### src/rtl/aes_gcm_tag_scheduler_if.sv
// ---------------------------------------------------------------------------
// aes_gcm_tag_scheduler_if
//
// Bundles the descriptor, block-stream, GHASH/tag stage and tag handoff
// signals of the GCM tag scheduler.
//
//   slave  : scheduler side (consumes i_*, drives o_*)
//   master : environment side (drives i_*, consumes o_*)
//
// Signal groups:
//   descriptor : i_cfg_valid, o_cfg_ready, i_aad_bits, i_text_bits
//   AAD stream : i_aad_valid, o_aad_ready, i_aad
//   CT stream  : i_ct_valid, o_ct_ready, i_ct
//   stage      : o_stage_new_instance, o_stage_aad, o_stage_cipher_text,
//                o_stage_instance_size, i_stage_tag_ready, i_stage_tag
//   tag out    : o_tag_valid, i_tag_ready, o_tag
//   status     : o_busy, o_err, o_err_code
// ---------------------------------------------------------------------------
interface aes_gcm_tag_scheduler_if #(
    parameter int LEN_W = 64
);
    logic             i_cfg_valid;
    logic             o_cfg_ready;
    logic [LEN_W-1:0] i_aad_bits;
    logic [LEN_W-1:0] i_text_bits;

    logic             i_aad_valid;
    logic             o_aad_ready;
    logic [127:0]     i_aad;

    logic             i_ct_valid;
    logic             o_ct_ready;
    logic [127:0]     i_ct;

    logic             o_stage_new_instance;
    logic [127:0]     o_stage_aad;
    logic [127:0]     o_stage_cipher_text;
    logic [127:0]     o_stage_instance_size;
    logic             i_stage_tag_ready;
    logic [127:0]     i_stage_tag;

    logic             o_tag_valid;
    logic             i_tag_ready;
    logic [127:0]     o_tag;

    logic             o_busy;
    logic             o_err;
    logic [1:0]       o_err_code;

    modport slave (
        input  i_cfg_valid, i_aad_bits, i_text_bits,
        input  i_aad_valid, i_aad,
        input  i_ct_valid, i_ct,
        input  i_stage_tag_ready, i_stage_tag,
        input  i_tag_ready,
        output o_cfg_ready,
        output o_aad_ready, o_ct_ready,
        output o_stage_new_instance, o_stage_aad, o_stage_cipher_text,
        output o_stage_instance_size,
        output o_tag_valid, o_tag,
        output o_busy, o_err, o_err_code
    );

    modport master (
        output i_cfg_valid, i_aad_bits, i_text_bits,
        output i_aad_valid, i_aad,
        output i_ct_valid, i_ct,
        output i_stage_tag_ready, i_stage_tag,
        output i_tag_ready,
        input  o_cfg_ready,
        input  o_aad_ready, o_ct_ready,
        input  o_stage_new_instance, o_stage_aad, o_stage_cipher_text,
        input  o_stage_instance_size,
        input  o_tag_valid, o_tag,
        input  o_busy, o_err, o_err_code
    );
endinterface

### src/rtl/aes_gcm_tag_scheduler.sv
// ---------------------------------------------------------------------------
// aes_gcm_tag_scheduler
//
// Feeds one GCM authentication instance at a time into a GHASH/tag stage
// whose block counter advances every cycle. After a length descriptor is
// accepted, the AAD blocks and then the ciphertext blocks are forwarded one
// per cycle with no bubbles, followed by a single length cycle. The stage tag
// is captured and held on a valid/ready handoff.
//
// Ports:
//   clk  : clock
//   rst  : synchronous active-high reset
//   bus  : aes_gcm_tag_scheduler_if.slave
//          - descriptor  i_cfg_valid / o_cfg_ready, i_aad_bits, i_text_bits
//          - AAD stream  i_aad_valid / o_aad_ready, i_aad
//          - CT stream   i_ct_valid / o_ct_ready, i_ct
//          - stage       o_stage_new_instance, o_stage_aad,
//                        o_stage_cipher_text, o_stage_instance_size
//                        ({text_bits, aad_bits}), i_stage_tag_ready,
//                        i_stage_tag
//          - tag handoff o_tag_valid / i_tag_ready, o_tag
//          - status      o_busy, o_err (one-cycle pulse), o_err_code
//                        (1 bad cfg, 2 stream underflow, 3 tag timeout)
// ---------------------------------------------------------------------------
module aes_gcm_tag_scheduler #(
    parameter int LEN_W    = 64,
    parameter int CNT_W    = 16,
    parameter int TAG_WAIT = 4
) (
    input  logic                    clk,
    input  logic                    rst,
    aes_gcm_tag_scheduler_if.slave  bus
);

    localparam int SUM_W  = LEN_W - 6;
    localparam int WAIT_W = (TAG_WAIT < 2) ? 1 : $clog2(TAG_WAIT + 1);

    // The stage counter must still be able to tag the length block and the
    // cycle after it, so at most 2^CNT_W-2 data blocks fit in one instance.
    localparam logic [SUM_W-1:0] MAX_BLKS = SUM_W'({CNT_W{1'b1}}) - SUM_W'(1);

    localparam logic [1:0] ERR_CFG     = 2'd1;
    localparam logic [1:0] ERR_UNDERFL = 2'd2;
    localparam logic [1:0] ERR_TIMEOUT = 2'd3;

    typedef enum logic [2:0] {
        S_IDLE,
        S_AAD,
        S_TEXT,
        S_LEN,
        S_WAIT_TAG,
        S_TAG_OUT
    } state_t;

    state_t             state, state_nx;
    logic [LEN_W-1:0]   aad_bits_q, text_bits_q;
    logic [CNT_W-1:0]   blk_cnt_q, blk_cnt_nx;
    logic               first_q, first_nx;
    logic [WAIT_W-1:0]  wait_cnt_q, wait_cnt_nx;
    logic [127:0]       tag_q;
    logic [1:0]         err_code_q;

    logic               cfg_acc;
    logic               cfg_bad;
    logic               tag_cap;
    logic               err_det;
    logic [1:0]         err_det_code;
    logic [CNT_W-1:0]   cfg_aad_blks, cfg_ct_blks, ct_blks;

    // A descriptor is unusable when either length is not whole blocks or
    // when the combined block count would overrun the stage counter.
    function automatic logic cfg_is_bad(input logic [LEN_W-1:0] aad_bits,
                                        input logic [LEN_W-1:0] text_bits);
        logic [SUM_W-1:0] sum;
        sum = SUM_W'(aad_bits[LEN_W-1:7]) + SUM_W'(text_bits[LEN_W-1:7]);
        return (|aad_bits[6:0]) || (|text_bits[6:0]) || (sum > MAX_BLKS);
    endfunction

    assign cfg_bad      = cfg_is_bad(bus.i_aad_bits, bus.i_text_bits);
    // Truncation is safe: an accepted descriptor has A+C within CNT_W bits.
    assign cfg_aad_blks = CNT_W'(bus.i_aad_bits[LEN_W-1:7]);
    assign cfg_ct_blks  = CNT_W'(bus.i_text_bits[LEN_W-1:7]);
    assign ct_blks      = CNT_W'(text_bits_q[LEN_W-1:7]);

    // Next-state and stage-facing outputs
    always_comb begin
        state_nx     = state;
        blk_cnt_nx   = blk_cnt_q;
        first_nx     = first_q;
        wait_cnt_nx  = wait_cnt_q;
        cfg_acc      = 1'b0;
        tag_cap      = 1'b0;
        err_det      = 1'b0;
        err_det_code = 2'd0;

        bus.o_cfg_ready          = 1'b0;
        bus.o_aad_ready          = 1'b0;
        bus.o_ct_ready           = 1'b0;
        bus.o_stage_new_instance = 1'b0;
        bus.o_stage_aad          = '0;
        bus.o_stage_cipher_text  = '0;
        bus.o_tag_valid          = 1'b0;

        case (state)
            S_IDLE: begin
                bus.o_cfg_ready = 1'b1;
                if (bus.i_cfg_valid) begin
                    if (cfg_bad) begin
                        err_det      = 1'b1;
                        err_det_code = ERR_CFG;
                    end else begin
                        cfg_acc  = 1'b1;
                        first_nx = 1'b1;
                        if (cfg_aad_blks != '0) begin
                            state_nx   = S_AAD;
                            blk_cnt_nx = cfg_aad_blks;
                        end else if (cfg_ct_blks != '0) begin
                            state_nx   = S_TEXT;
                            blk_cnt_nx = cfg_ct_blks;
                        end else begin
                            state_nx = S_LEN;
                        end
                    end
                end
            end

            S_AAD: begin
                bus.o_aad_ready = 1'b1;
                if (bus.i_aad_valid) begin
                    bus.o_stage_aad          = bus.i_aad;
                    bus.o_stage_new_instance = first_q;
                    first_nx                 = 1'b0;
                    if (blk_cnt_q == CNT_W'(1)) begin
                        if (ct_blks != '0) begin
                            state_nx   = S_TEXT;
                            blk_cnt_nx = ct_blks;
                        end else begin
                            state_nx = S_LEN;
                        end
                    end else begin
                        blk_cnt_nx = blk_cnt_q - CNT_W'(1);
                    end
                end else begin
                    // A missing block would desynchronise the stage counter,
                    // so the whole instance is abandoned.
                    err_det      = 1'b1;
                    err_det_code = ERR_UNDERFL;
                    state_nx     = S_IDLE;
                end
            end

            S_TEXT: begin
                bus.o_ct_ready = 1'b1;
                if (bus.i_ct_valid) begin
                    bus.o_stage_cipher_text  = bus.i_ct;
                    bus.o_stage_new_instance = first_q;
                    first_nx                 = 1'b0;
                    if (blk_cnt_q == CNT_W'(1)) begin
                        state_nx = S_LEN;
                    end else begin
                        blk_cnt_nx = blk_cnt_q - CNT_W'(1);
                    end
                end else begin
                    err_det      = 1'b1;
                    err_det_code = ERR_UNDERFL;
                    state_nx     = S_IDLE;
                end
            end

            S_LEN: begin
                // An empty instance starts on the length block itself.
                bus.o_stage_new_instance = first_q;
                first_nx                 = 1'b0;
                wait_cnt_nx              = '0;
                state_nx                 = S_WAIT_TAG;
            end

            S_WAIT_TAG: begin
                if (bus.i_stage_tag_ready) begin
                    tag_cap  = 1'b1;
                    state_nx = S_TAG_OUT;
                end else if (wait_cnt_q == WAIT_W'(TAG_WAIT - 1)) begin
                    err_det      = 1'b1;
                    err_det_code = ERR_TIMEOUT;
                    state_nx     = S_IDLE;
                end else begin
                    wait_cnt_nx = wait_cnt_q + WAIT_W'(1);
                end
            end

            S_TAG_OUT: begin
                bus.o_tag_valid = 1'b1;
                if (bus.i_tag_ready) begin
                    state_nx = S_IDLE;
                end
            end

            default: begin
                state_nx = S_IDLE;
            end
        endcase
    end

    // Status and captured values
    assign bus.o_busy                = (state != S_IDLE);
    assign bus.o_err                 = err_det;
    assign bus.o_err_code            = err_det ? err_det_code : err_code_q;
    assign bus.o_tag                 = tag_q;
    assign bus.o_stage_instance_size = {64'(text_bits_q), 64'(aad_bits_q)};

    always_ff @(posedge clk) begin
        if (rst) begin
            state       <= S_IDLE;
            blk_cnt_q   <= '0;
            first_q     <= 1'b0;
            wait_cnt_q  <= '0;
            tag_q       <= '0;
            err_code_q  <= 2'd0;
            aad_bits_q  <= '0;
            text_bits_q <= '0;
        end else begin
            state      <= state_nx;
            blk_cnt_q  <= blk_cnt_nx;
            first_q    <= first_nx;
            wait_cnt_q <= wait_cnt_nx;
            if (tag_cap) begin
                tag_q <= bus.i_stage_tag;
            end
            if (err_det) begin
                err_code_q <= err_det_code;
            end
            if (cfg_acc) begin
                aad_bits_q  <= bus.i_aad_bits;
                text_bits_q <= bus.i_text_bits;
            end
        end
    end

endmodule
### src/flat_wrapper.sv
// flat-port wrapper written by rule: the top's interface ports become plain ports
module aes_gcm_tag_scheduler_flat 
#(
    parameter int LEN_W    = 64,
    parameter int CNT_W    = 16,
    parameter int TAG_WAIT = 4
)
  (clk, rst, bus_i_cfg_valid, bus_i_aad_bits, bus_i_text_bits, bus_i_aad_valid, bus_i_aad, bus_i_ct_valid, bus_i_ct, bus_i_stage_tag_ready, bus_i_stage_tag, bus_i_tag_ready, bus_o_cfg_ready, bus_o_aad_ready, bus_o_ct_ready, bus_o_stage_new_instance, bus_o_stage_aad, bus_o_stage_cipher_text, bus_o_stage_instance_size, bus_o_tag_valid, bus_o_tag, bus_o_busy, bus_o_err, bus_o_err_code);
  aes_gcm_tag_scheduler_if #(.LEN_W(LEN_W)) bus_i ();
  input  logic clk;
  input  logic rst;
  input wire logic [$bits(bus_i.i_cfg_valid)-1:0] bus_i_cfg_valid;
  input wire logic [$bits(bus_i.i_aad_bits)-1:0] bus_i_aad_bits;
  input wire logic [$bits(bus_i.i_text_bits)-1:0] bus_i_text_bits;
  input wire logic [$bits(bus_i.i_aad_valid)-1:0] bus_i_aad_valid;
  input wire logic [$bits(bus_i.i_aad)-1:0] bus_i_aad;
  input wire logic [$bits(bus_i.i_ct_valid)-1:0] bus_i_ct_valid;
  input wire logic [$bits(bus_i.i_ct)-1:0] bus_i_ct;
  input wire logic [$bits(bus_i.i_stage_tag_ready)-1:0] bus_i_stage_tag_ready;
  input wire logic [$bits(bus_i.i_stage_tag)-1:0] bus_i_stage_tag;
  input wire logic [$bits(bus_i.i_tag_ready)-1:0] bus_i_tag_ready;
  output wire logic [$bits(bus_i.o_cfg_ready)-1:0] bus_o_cfg_ready;
  output wire logic [$bits(bus_i.o_aad_ready)-1:0] bus_o_aad_ready;
  output wire logic [$bits(bus_i.o_ct_ready)-1:0] bus_o_ct_ready;
  output wire logic [$bits(bus_i.o_stage_new_instance)-1:0] bus_o_stage_new_instance;
  output wire logic [$bits(bus_i.o_stage_aad)-1:0] bus_o_stage_aad;
  output wire logic [$bits(bus_i.o_stage_cipher_text)-1:0] bus_o_stage_cipher_text;
  output wire logic [$bits(bus_i.o_stage_instance_size)-1:0] bus_o_stage_instance_size;
  output wire logic [$bits(bus_i.o_tag_valid)-1:0] bus_o_tag_valid;
  output wire logic [$bits(bus_i.o_tag)-1:0] bus_o_tag;
  output wire logic [$bits(bus_i.o_busy)-1:0] bus_o_busy;
  output wire logic [$bits(bus_i.o_err)-1:0] bus_o_err;
  output wire logic [$bits(bus_i.o_err_code)-1:0] bus_o_err_code;
  assign bus_i.i_cfg_valid = bus_i_cfg_valid;
  assign bus_i.i_aad_bits = bus_i_aad_bits;
  assign bus_i.i_text_bits = bus_i_text_bits;
  assign bus_i.i_aad_valid = bus_i_aad_valid;
  assign bus_i.i_aad = bus_i_aad;
  assign bus_i.i_ct_valid = bus_i_ct_valid;
  assign bus_i.i_ct = bus_i_ct;
  assign bus_i.i_stage_tag_ready = bus_i_stage_tag_ready;
  assign bus_i.i_stage_tag = bus_i_stage_tag;
  assign bus_i.i_tag_ready = bus_i_tag_ready;
  assign bus_o_cfg_ready = bus_i.o_cfg_ready;
  assign bus_o_aad_ready = bus_i.o_aad_ready;
  assign bus_o_ct_ready = bus_i.o_ct_ready;
  assign bus_o_stage_new_instance = bus_i.o_stage_new_instance;
  assign bus_o_stage_aad = bus_i.o_stage_aad;
  assign bus_o_stage_cipher_text = bus_i.o_stage_cipher_text;
  assign bus_o_stage_instance_size = bus_i.o_stage_instance_size;
  assign bus_o_tag_valid = bus_i.o_tag_valid;
  assign bus_o_tag = bus_i.o_tag;
  assign bus_o_busy = bus_i.o_busy;
  assign bus_o_err = bus_i.o_err;
  assign bus_o_err_code = bus_i.o_err_code;
  aes_gcm_tag_scheduler #(.LEN_W(LEN_W), .CNT_W(CNT_W), .TAG_WAIT(TAG_WAIT)) u_core (.clk(clk), .rst(rst), .bus(bus_i));
endmodule
### config.mk
export PLATFORM = sky130hd
export DESIGN_NAME = aes_gcm_tag_scheduler_flat
export DESIGN_NICKNAME = d
export VERILOG_FILES = /design/src/rtl/aes_gcm_tag_scheduler_if.sv /design/src/rtl/aes_gcm_tag_scheduler.sv /design/src/flat_wrapper.sv
export SDC_FILE = /design/constraint.sdc
export NUM_CORES = 1
export LEC_CHECK = 0
export CAP_MARGIN = 20
export CORE_AREA = 2 2 406 408
export DETAILED_ROUTE_END_ITERATION = 7
export DIE_AREA = 0 0 408 410
export GPL_TIMING_DRIVEN = 0
export SYNTH_ARGS = -nofsm -noshare
export SYNTH_HDL_FRONTEND = slang
export SYNTH_SLANG_ARGS = --single-unit
### constraint.sdc
create_clock -name clk -period 7 [get_ports clk]
set_clock_uncertainty 0.1 [all_clocks]
set_input_delay 1.4 -clock clk [delete_from_list [all_inputs] [get_ports clk]]
set_output_delay 1.4 -clock clk [all_outputs]
set_load 0.02 [all_outputs]
Word-level counts from Yosys, hierarchy flattened

Index checks and enable logic that the tools add are counted.

Equal/unequal tests: 20
Multiplexer cells: 62
$lt $le $gt $ge: 1
Reduce and logical (&&, ||, !) cells: 16
Add/subtract/negate cells: 3

Operator list:

| cell                                                                   | number |
|---|---|
| 128-bit 2-to-1 mux                                                     | 4 |
| 16-bit 2-to-1 mux                                                      | 9 |
| 57-bit by 57-bit adder with 58-bit output                              | 1 |
| 58-bit by 16-bit > comparator with 1-bit output, second input constant | 1 |
| 16-bit case mux with 3 select lines                                    | 1 |
| 16-bit nonzero test                                                    | 3 |
| 3-bit 2-to-1 mux                                                       | 12 |
| 1-bit 2-to-1 mux                                                       | 24 |
| 3-bit case mux with 6 select lines                                     | 1 |
| 16-bit by 1-bit == test with 1-bit output, second input constant       | 1 |
| 2-bit != test, second input constant                                   | 8 |
| 16-bit by 1-bit subtractor with 16-bit output, second input constant   | 1 |
| 7-bit OR reduction                                                     | 2 |
| 2-bit 2-to-1 mux                                                       | 6 |
| 3-bit by 2-bit == test with 1-bit output, second input constant        | 3 |
| 3-bit by 2-bit != test with 1-bit output, second input constant        | 3 |
| 1-bit case mux with 4 select lines                                     | 2 |
| 2-bit case mux with 4 select lines                                     | 1 |
| 8-bit AND reduction                                                    | 1 |
| 3-bit == test, second input constant                                   | 2 |
| 3-bit case mux with 2 select lines                                     | 1 |
| 6-bit AND reduction                                                    | 1 |
| 3-bit nonzero test                                                     | 2 |
| 5-bit AND reduction                                                    | 1 |
| 10 further kinds                                                       | 11 |

Word-level logic and storage cells: 110
Input port bits: 519
Bits in registers: 281
Output and inout bits: 521

Depth between registers and ports, before layout

Gate-level depths: netlist (run 1).

Word-level depth: 7
Gate-level depth with buffers: 17

Least setup slack after synthesis (run 1)

No wires, ideal clock.

Path kind: input port to output port
From: input port bus_i_text_bits[7]
To: output port bus_o_err_code[1]
Setup slack: 0.458 ns
Required time: 5.500 ns
Arrival: 5.042 ns
Stages on the path: 13
Cells stage by stage: ha_1 > fa_1 > a21o_1 > a221o_1 > nand3b_1 > a31oi_1 > a311o_1 > a2111oi_0 > nand4b_1 > or4_1 > nor4_2 > a21oi_1 > o21ai_0

Cells in the longest elaborated chain, start to end: 7

Ends and longest elaborated chain:

| element                                         | line                         | text |
|---|---|---|
| start, declared                                 | flat_wrapper.sv:14           | `input wire logic [$bits(bus_i.i_text_bits)-1:0] bus_i_text_bits;` |
| 57-bit by 57-bit adder with 58-bit output       | aes_gcm_tag_scheduler.sv:75  | `sum = SUM_W'(aad_bits[LEN_W-1:7]) + SUM_W'(text_bits[LEN_W-1:7]);` |
| 58-bit by 16-bit > comparator with 1-bit output | aes_gcm_tag_scheduler.sv:76  | `return (\|aad_bits[6:0]) \|\| (\|text_bits[6:0]) \|\| (sum > MAX_BLKS);` |
| 1-bit logical OR                                | aes_gcm_tag_scheduler.sv:76  |  |
| 1-bit 2-to-1 mux                                | aes_gcm_tag_scheduler.sv:108 | `if (cfg_bad) begin` |
| 1-bit 2-to-1 mux                                | aes_gcm_tag_scheduler.sv:107 | `if (bus.i_cfg_valid) begin` |
| 1-bit case mux with 4 select lines              | aes_gcm_tag_scheduler.sv:104 | `case (state)` |
| 2-bit 2-to-1 mux                                | aes_gcm_tag_scheduler.sv:207 | `assign bus.o_err_code = err_det ? err_det_code : err_code_q;` |
| end, declared                                   | flat_wrapper.sv:33           | `output wire logic [$bits(bus_i.o_err_code)-1:0] bus_o_err_code;` |

Every way passes these cells.

Worst setup path in the final report (run 1)

From: input port bus_i_aad_bits[29]
To: output port bus_o_err_code[0]

Cells in the longest elaborated chain, start to end: 7

Ends and longest elaborated chain:

| element                                                                                  | line                         | text |
|---|---|---|
| start, declared                                                                          | flat_wrapper.sv:13           | `input wire logic [$bits(bus_i.i_aad_bits)-1:0] bus_i_aad_bits;` |
| 57-bit by 57-bit adder with 58-bit output *                                              | aes_gcm_tag_scheduler.sv:75  |  |
| 58-bit by 16-bit > comparator with 1-bit output *                                        | aes_gcm_tag_scheduler.sv:76  |  |
| 1-bit logical OR *                                                                       | aes_gcm_tag_scheduler.sv:76  |  |
| 1-bit 2-to-1 mux                                                                         | aes_gcm_tag_scheduler.sv:108 |  |
| 2-bit 2-to-1 mux or 1-bit 2-to-1 mux (tied branches)                                     | aes_gcm_tag_scheduler.sv:107 |  |
| 2-bit case mux with 4 select lines or 1-bit case mux with 4 select lines (tied branches) | aes_gcm_tag_scheduler.sv:104 |  |
| 2-bit 2-to-1 mux *                                                                       | aes_gcm_tag_scheduler.sv:207 |  |

Mark *: on every way between the ends. The rest lies on a longest branch, timed or not.

==> out/qor.txt, run 1 <==
Hold Path Cell Cnt -> 2
Die Area -> 167000 sq um
sequential share of the synthesized area -> 0.336
Leak -> 12.6 nW
Longest Clk Path Bufs -> 3
total power -> 0.00460 W
Gate Count Post-Synth -> 2207
GP Congestion -> 0.967
area leader, netlist -> dfxtp_1
Worst Hold Path EP -> u_core.bus.o_tag[96]
row count -> 149
first-pass GRT wire length -> 204000 um
antenna violations before repair -> 77
die width -> 408 um
H-tree level count -> 2
largest net degree at the start of global routing -> 13
Vias -> 22700
max cap viols -> 0
Worst Hold Class -> register to register
hpwl dp -> 143000 um
area grow syn2layout -> 92.7%
Reg2Reg Launch Point -> u_core.blk_cnt_q[2]
Ys Warns -> 0
Tmin final -> 6890 ps
commonest cells in the netlist -> nand2_1, dfxtp_1, and3_1
fin util -> 0.197
DRT antenna net count -> 0
crit path max fanout -> 7
Required @ worst endpoint -> 5500 ps
Worst Reg-to-Reg Cells -> 8
Synth cell types -> 79
total clock sinks -> 281
most instantiated library cell after synthesis -> nand2_1
IO Count -> 1040
Fill cells -> 18300
f_max -> 145 MHz
sequential cell area -> 5630 sq um
FFs w/ async S/R, synth -> 0
CTS tree -> done
EDFF count, synth -> 0
Cell Area, Synth -> 16700 sq um
worst hold start -> u_core.bus.o_tag[96]
Setup crit end kind -> output port
Worst R2R Setup Slack -> 3290 ps
number of global-route vias before repair -> 21300
Slew @ Worst Pin -> 1150 ps
Hold Buf Count CTS -> 0
Clock Tree Root -> clkbuf_16
Setup CP Type -> input port to output port
initial core utilization -> 0.102
Post-synth top flop -> dfxtp_1
peak supply drop -> 142 uV
final setup TNS -> 0 ps
gr ovfl total -> 0
WP data arrival -> 5390 ps
Placeable Area -> 163000 sq um
CTS buffer count -> 37
startpoint type of the worst setup path -> input port
drt first-iter violations -> 2097
Synth top area share -> 0.336
Final setup viols -> 0
Avg Synthesized Cell Area -> 7.58 sq um
Reg clk slew, reported paths -> 50 ps
final WL -> 161000 um
max_slew headroom -> 0.237
Wirelength per Cell -> 28.9 um
drt pass-1 iters -> 6
clock latency on the worst-skew pair -> 600 ps
crit share post-route -> 0.984
hold violation total from the final report -> 0
Pwr Density -> 143 nW/um^2
Die Y -> 410 um
share of layout cells above drive strength 1 -> 0.0925
synth top area cells -> dfxtp_1, and3_1, a21oi_1
area occupied by multi-input gates -> 11100 sq um
I/O Buffers -> 1038
Place WS -> -1910 ps
Mapped Nets -> 2788
vias per cell -> 4.08
Total GRT Usage -> 0.181
RR Endpoint -> u_core.blk_cnt_q[7]
status -> completed
NumNets Final -> 3907
# DRC -> 0
final slew viol count -> 0
worst setup margin -> 110 ps
Seq cells post-synth -> 281
==> per-layer routing <==
| layer | GRT usage | vias to the layer above | share of wire |
|---|---|---|---|
| li1 | - | 10100 | - |
| met1 | 0.232 | 11000 | 0.42 |
| met2 | 0.267 | 1239 | 0.42 |
| met3 | 0.0855 | 235 | 0.13 |
| met4 | 0.0549 | 66 | 0.035 |
| met5 | 0 | - | 0.0026 |
==> power by group <==
part,switching (W),internal (W)
logic,0.000539,0.000484
clock network,0.000843,0.00113
registers,0.000000248,0.00160
total,0.00138,0.00322
==> how the worst max path moves through the flow <==
stage                       start                end  slack [ps]  cells past startpoint
2_1_floorplan  bus_i_text_bits[7]  bus_o_err_code[1]         460                     13
3_3_place_gp   bus_i_aad_bits[17]  bus_o_err_code[0]       -1900                     15
3_5_place_dp   bus_i_aad_bits[17]  bus_o_err_code[0]       -1910                     15
4_1_cts        bus_i_aad_bits[20]  bus_o_err_code[0]           1                     17
5_1_grt        bus_i_aad_bits[42]  bus_o_err_code[0]         -40                     15
6_report       bus_i_aad_bits[29]  bus_o_err_code[0]         110                     16
==> worst max-delay path, cell delays in order <==
cell and delay [ps]:
clkdlybuf4s50_1 510, ha_1 250, buf_4 170, a21oi_4 160
o21ai_4 120, a211oi_4 300, o22ai_4 140, o31a_1 320
or3_1 330, a211oi_2 210, or4b_4 500, nor4b_4 210
buf_4 180, a21oi_2 80, a221o_1 300, buf_6 160
==> cells by family after synthesis <==
| group | count (synthesis) | share of synthesized area |
|---|---|---|
| xor gates and xnor gates | 35 | 0.0183 |
| AOI/OAI and AO/OA | 489 | 0.178 |
| muxes | 120 | 0.0720 |
| DFF | 281 | 0.336 |
| and+or+nand+nor | 1024 | 0.299 |
| buffers and inverters | 196 | 0.0491 |
| adders and majority gates | 62 | 0.0468 |
==> placed cells by master, fill, tap and decap left out, types with 16 or more instances in the layout <==
master,Yosys,layout
a211oi_1,18,16
a21o_1,16,16
a21oi_1,255,229
a21oi_2,7,20
and2_1,21,20
and3_1,265,264
buf_2,24,21
buf_4,1,62
clkbuf_1,139,135
clkbuf_16,0,37
clkdlybuf4s50_1,0,985
dfxtp_1,281,281
diode_2,0,21
ha_1,61,39
ha_4,0,17
inv_1,20,20
mux2i_1,118,118
nand2_1,339,333
nand3_1,21,19
nand4_1,39,39
nor2_1,228,221
nor3_1,28,28
nor4_1,24,22
o21ai_0,57,42
o21ai_1,14,17
xnor2_1,18,18
xor2_1,17,16
==> state kept, by name (all words and copies together), names as in the netlist <==
name / flops
u_core.state: 3
u_core.bus.o_tag: 128
u_core.err_code_q: 2
u_core.wait_cnt_q: 3
u_core.first_q: 1
u_core.blk_cnt_q: 16
u_core.aad_bits_q: 64
u_core.text_bits_q: 64
==> layout make-up <==
| cell class | count | area share |
|---|---|---|
| clock inverters | 16 | 0.00594 |
| plain buffers | 165 | 0.0239 |
| well taps | 2189 | 0.0850 |
| flip-flops and latches | 281 | 0.175 |
| repair buffers | 1089 | 0.331 |
| diodes | 21 | 0.00163 |
| multi-input cells | 1730 | 0.344 |
| inverters | 22 | 0.00256 |
| clock buffers | 48 | 0.0312 |
==> repair_timing <==
item	4_1_cts	5_1_grt
cloned	0	0
pin swaps	37	43
resized for setup	245	105
setup buffers	31	19
endpoints found under the setup margin	3	3
==> per-stage QoR <==
| step | cells | cell area [sq um] | hold WS [ps] |
|---|---|---|---|
| detailed placement | 5435 | 29900 | 343 |
| CTS | 5527 | 31800 | 353 |
| finish | 5561 | 32200 | 351 |
| global route | 5541 | 32200 | 369 |
| floorplan | 2207 | 16700 | 342 |
| global placement | 5434 | 29900 | 341 |
Power figures use the tool's default switching activity.
==> run 2: changes to the inputs <==
--- a/config.mk
+++ b/config.mk
@@ -7,6 +7,7 @@
 export LEC_CHECK = 0
 export CAP_MARGIN = 20
 export CORE_AREA = 2 2 406 408
+export CTS_CLUSTER_DIAMETER = 200
 export DETAILED_ROUTE_END_ITERATION = 7
 export DIE_AREA = 0 0 408 410
 export GPL_TIMING_DRIVEN = 0
==> results of run 2 <==
No change in the layout: final DEF, timing and power equal those of run 1.
==> run 3: changes to the inputs <==
--- a/config.mk
+++ b/config.mk
@@ -6,11 +6,14 @@
 export NUM_CORES = 1
 export LEC_CHECK = 0
 export CAP_MARGIN = 20
-export CORE_AREA = 2 2 406 408
+export CORE_AREA = 2 2 400 402
 export CTS_CLUSTER_DIAMETER = 200
 export DETAILED_ROUTE_END_ITERATION = 7
-export DIE_AREA = 0 0 408 410
+export DIE_AREA = 0 0 402 404
+export DONT_BUFFER_PORTS = 1
 export GPL_TIMING_DRIVEN = 0
+export MAX_ROUTING_LAYER = met4
+export SLEW_MARGIN = 30
 export SYNTH_ARGS = -nofsm -noshare
 export SYNTH_HDL_FRONTEND = slang
 export SYNTH_SLANG_ARGS = --single-unit
==> out/qor.txt, run 3 (synthesis results as in run 1) <==
largest net degree at the start of global routing -> 14
Die Area -> 162000 sq um
f_max -> 143 MHz
row count -> 146
area occupied by multi-input gates -> 10400 sq um
CP cell instances -> ha_1, buf_2, nand2_1, o21ai_1, a21oi_1, and4_1, a311o_1, a2111oi_2, nand4b_1, or4_4, nor4_4, buf_4, a21oi_2, a221o_2
die width -> 402 um
# DRC -> 0
max_slew headroom -> 0.132
RSZ-0062 raised after global routing -> true
drt pass-1 iters -> 5
dpl cells -> 4281
DRT antenna net count -> 0
peak supply drop -> 141 uV
Vias -> 18700
final setup TNS -> 0 ps
startpoint type of the worst setup path -> input port
Final setup viols -> 0
NumNets Final -> 2834
gr ovfl total -> 0
share of layout cells above drive strength 1 -> 0.0715
Tmin final -> 6990 ps
hold violation total from the final report -> 0
Leak -> 8.47 nW
Total GRT Usage -> 0.195
Hold Path Cell Cnt -> 1
I/O Buffers -> 0
crit path max fanout -> 7
first-pass GRT wire length -> 199000 um
number of global-route vias before repair -> 17200
status -> completed
CTS buffer count -> 36
Worst Reg-to-Reg Cells -> 12
drt first-iter violations -> 1809
Setup CP Type -> input port to output port
area grow syn2layout -> 25.3%
total clock sinks -> 281
Fill cells -> 18300
Die Y -> 404 um
Pwr Density -> 197 nW/um^2
critical path's largest stage delay -> 550 ps
number of flip-flops under the largest register name -> 128
sequential cell area -> 5630 sq um
vias per cell -> 4.22
commonest non-fill, non-tap cell in the layout -> nand2_1
IO Count -> 1040
Worst Hold Class -> register to register
WP data arrival -> 5490 ps
CTS tree -> done
Reg clk slew, reported paths -> 60 ps
Placeable Area -> 158000 sq um
fin util -> 0.133
Required @ worst endpoint -> 5500 ps
final WL -> 162000 um
Setup crit end kind -> output port
max cap viols -> 0
hpwl dp -> 145000 um
Longest Clk Path Bufs -> 3
Post-Layout Cell Count -> 4431
Clock Tree Root -> clkbuf_16
GP Congestion -> 1.11
hold_ws -> 375 ps
commonest cells after routing, fill and taps aside -> nand2_1, dfxtp_1, and3_1, a21oi_1, nor2_1
H-tree level count -> 2
Critical Path Slowest Stage Cell -> or4_4
clock latency on the worst-skew pair -> 620 ps
crit share post-route -> 0.998
Wirelength per Cell -> 36.7 um
Slew @ Worst Pin -> 1290 ps
antenna violations before repair -> 97
final slew viol count -> 0
initial core utilization -> 0.106
[run 3: cell count changes in the layout (fill, tap and decap cells not counted), moves of 17 or more]
cell	change
clkdlybuf4s50_1	-985
diode_2	+58
buf_4	-55
a21oi_1	+23
ha_1	+22
ha_4	-17
[run 3: final cells by class]
cell class / instances / area share
antenna: 79 / 0.00944
buffer: 174 / 0.0357
clock buffer: 49 / 0.0468
clock inverter: 16 / 0.0106
inverter: 22 / 0.00394
multi-input combinational: 1730 / 0.497
sequential: 281 / 0.268
tap: 2072 / 0.124
timing repair buffer: 8 / 0.00406
[run 3: path summary, 6_finish.rpt]
check	from	end	slack [ps]
hold / removal	u_core.first_q	u_core.first_q	380
setup reg to reg	u_core.blk_cnt_q[9]	u_core.blk_cnt_q[1]	3340
setup / recovery	bus_i_text_bits[23]	bus_o_err_code[0]	10
hold reg to reg	u_core.first_q	u_core.first_q	380
[run 3: per-layer routing]
metal	GRT usage	wire length [um]
met1	0.224	63000
met2	0.275	66700
met3	0.117	25500
met4	0.0702	7210
met5	-	0
[run 3: what timing repair did]
item,4_1_cts,5_1_grt
hold buffers,0,0
setup buffers,3,3
gates resized for setup,14,10
pin swaps,3,5
setup endpoints to repair,3,3
[run 3: through the flow]
stage,setup slack [ps],total power (W),cell area (sq um)
final,10.6,0.00413,21000
after CTS,19.6,0.00416,20700
after global routing,-52.6,0.00427,20900
after global placement,-1360,0.00216,19300
after floorplan,458,0.00200,16700
after detailed placement,-923,0.00216,19400
[run 3: power breakdown]
group	leakage [nW]	switching, W	internal [W]
logic	5.62	0.000379	0.000174
clock network	0.584	0.000862	0.00112
registers	2.26	0.000000433	0.00160
[run 3: worst max-delay path, delay by kind of cell]
family	cells	cell delay, ps
adder cells (fa/ha/maj)	1	450
buffers and inverters	2	460
AO/OA/AOI/OAI	6	1700
AND/OR/NAND/NOR	5	1450
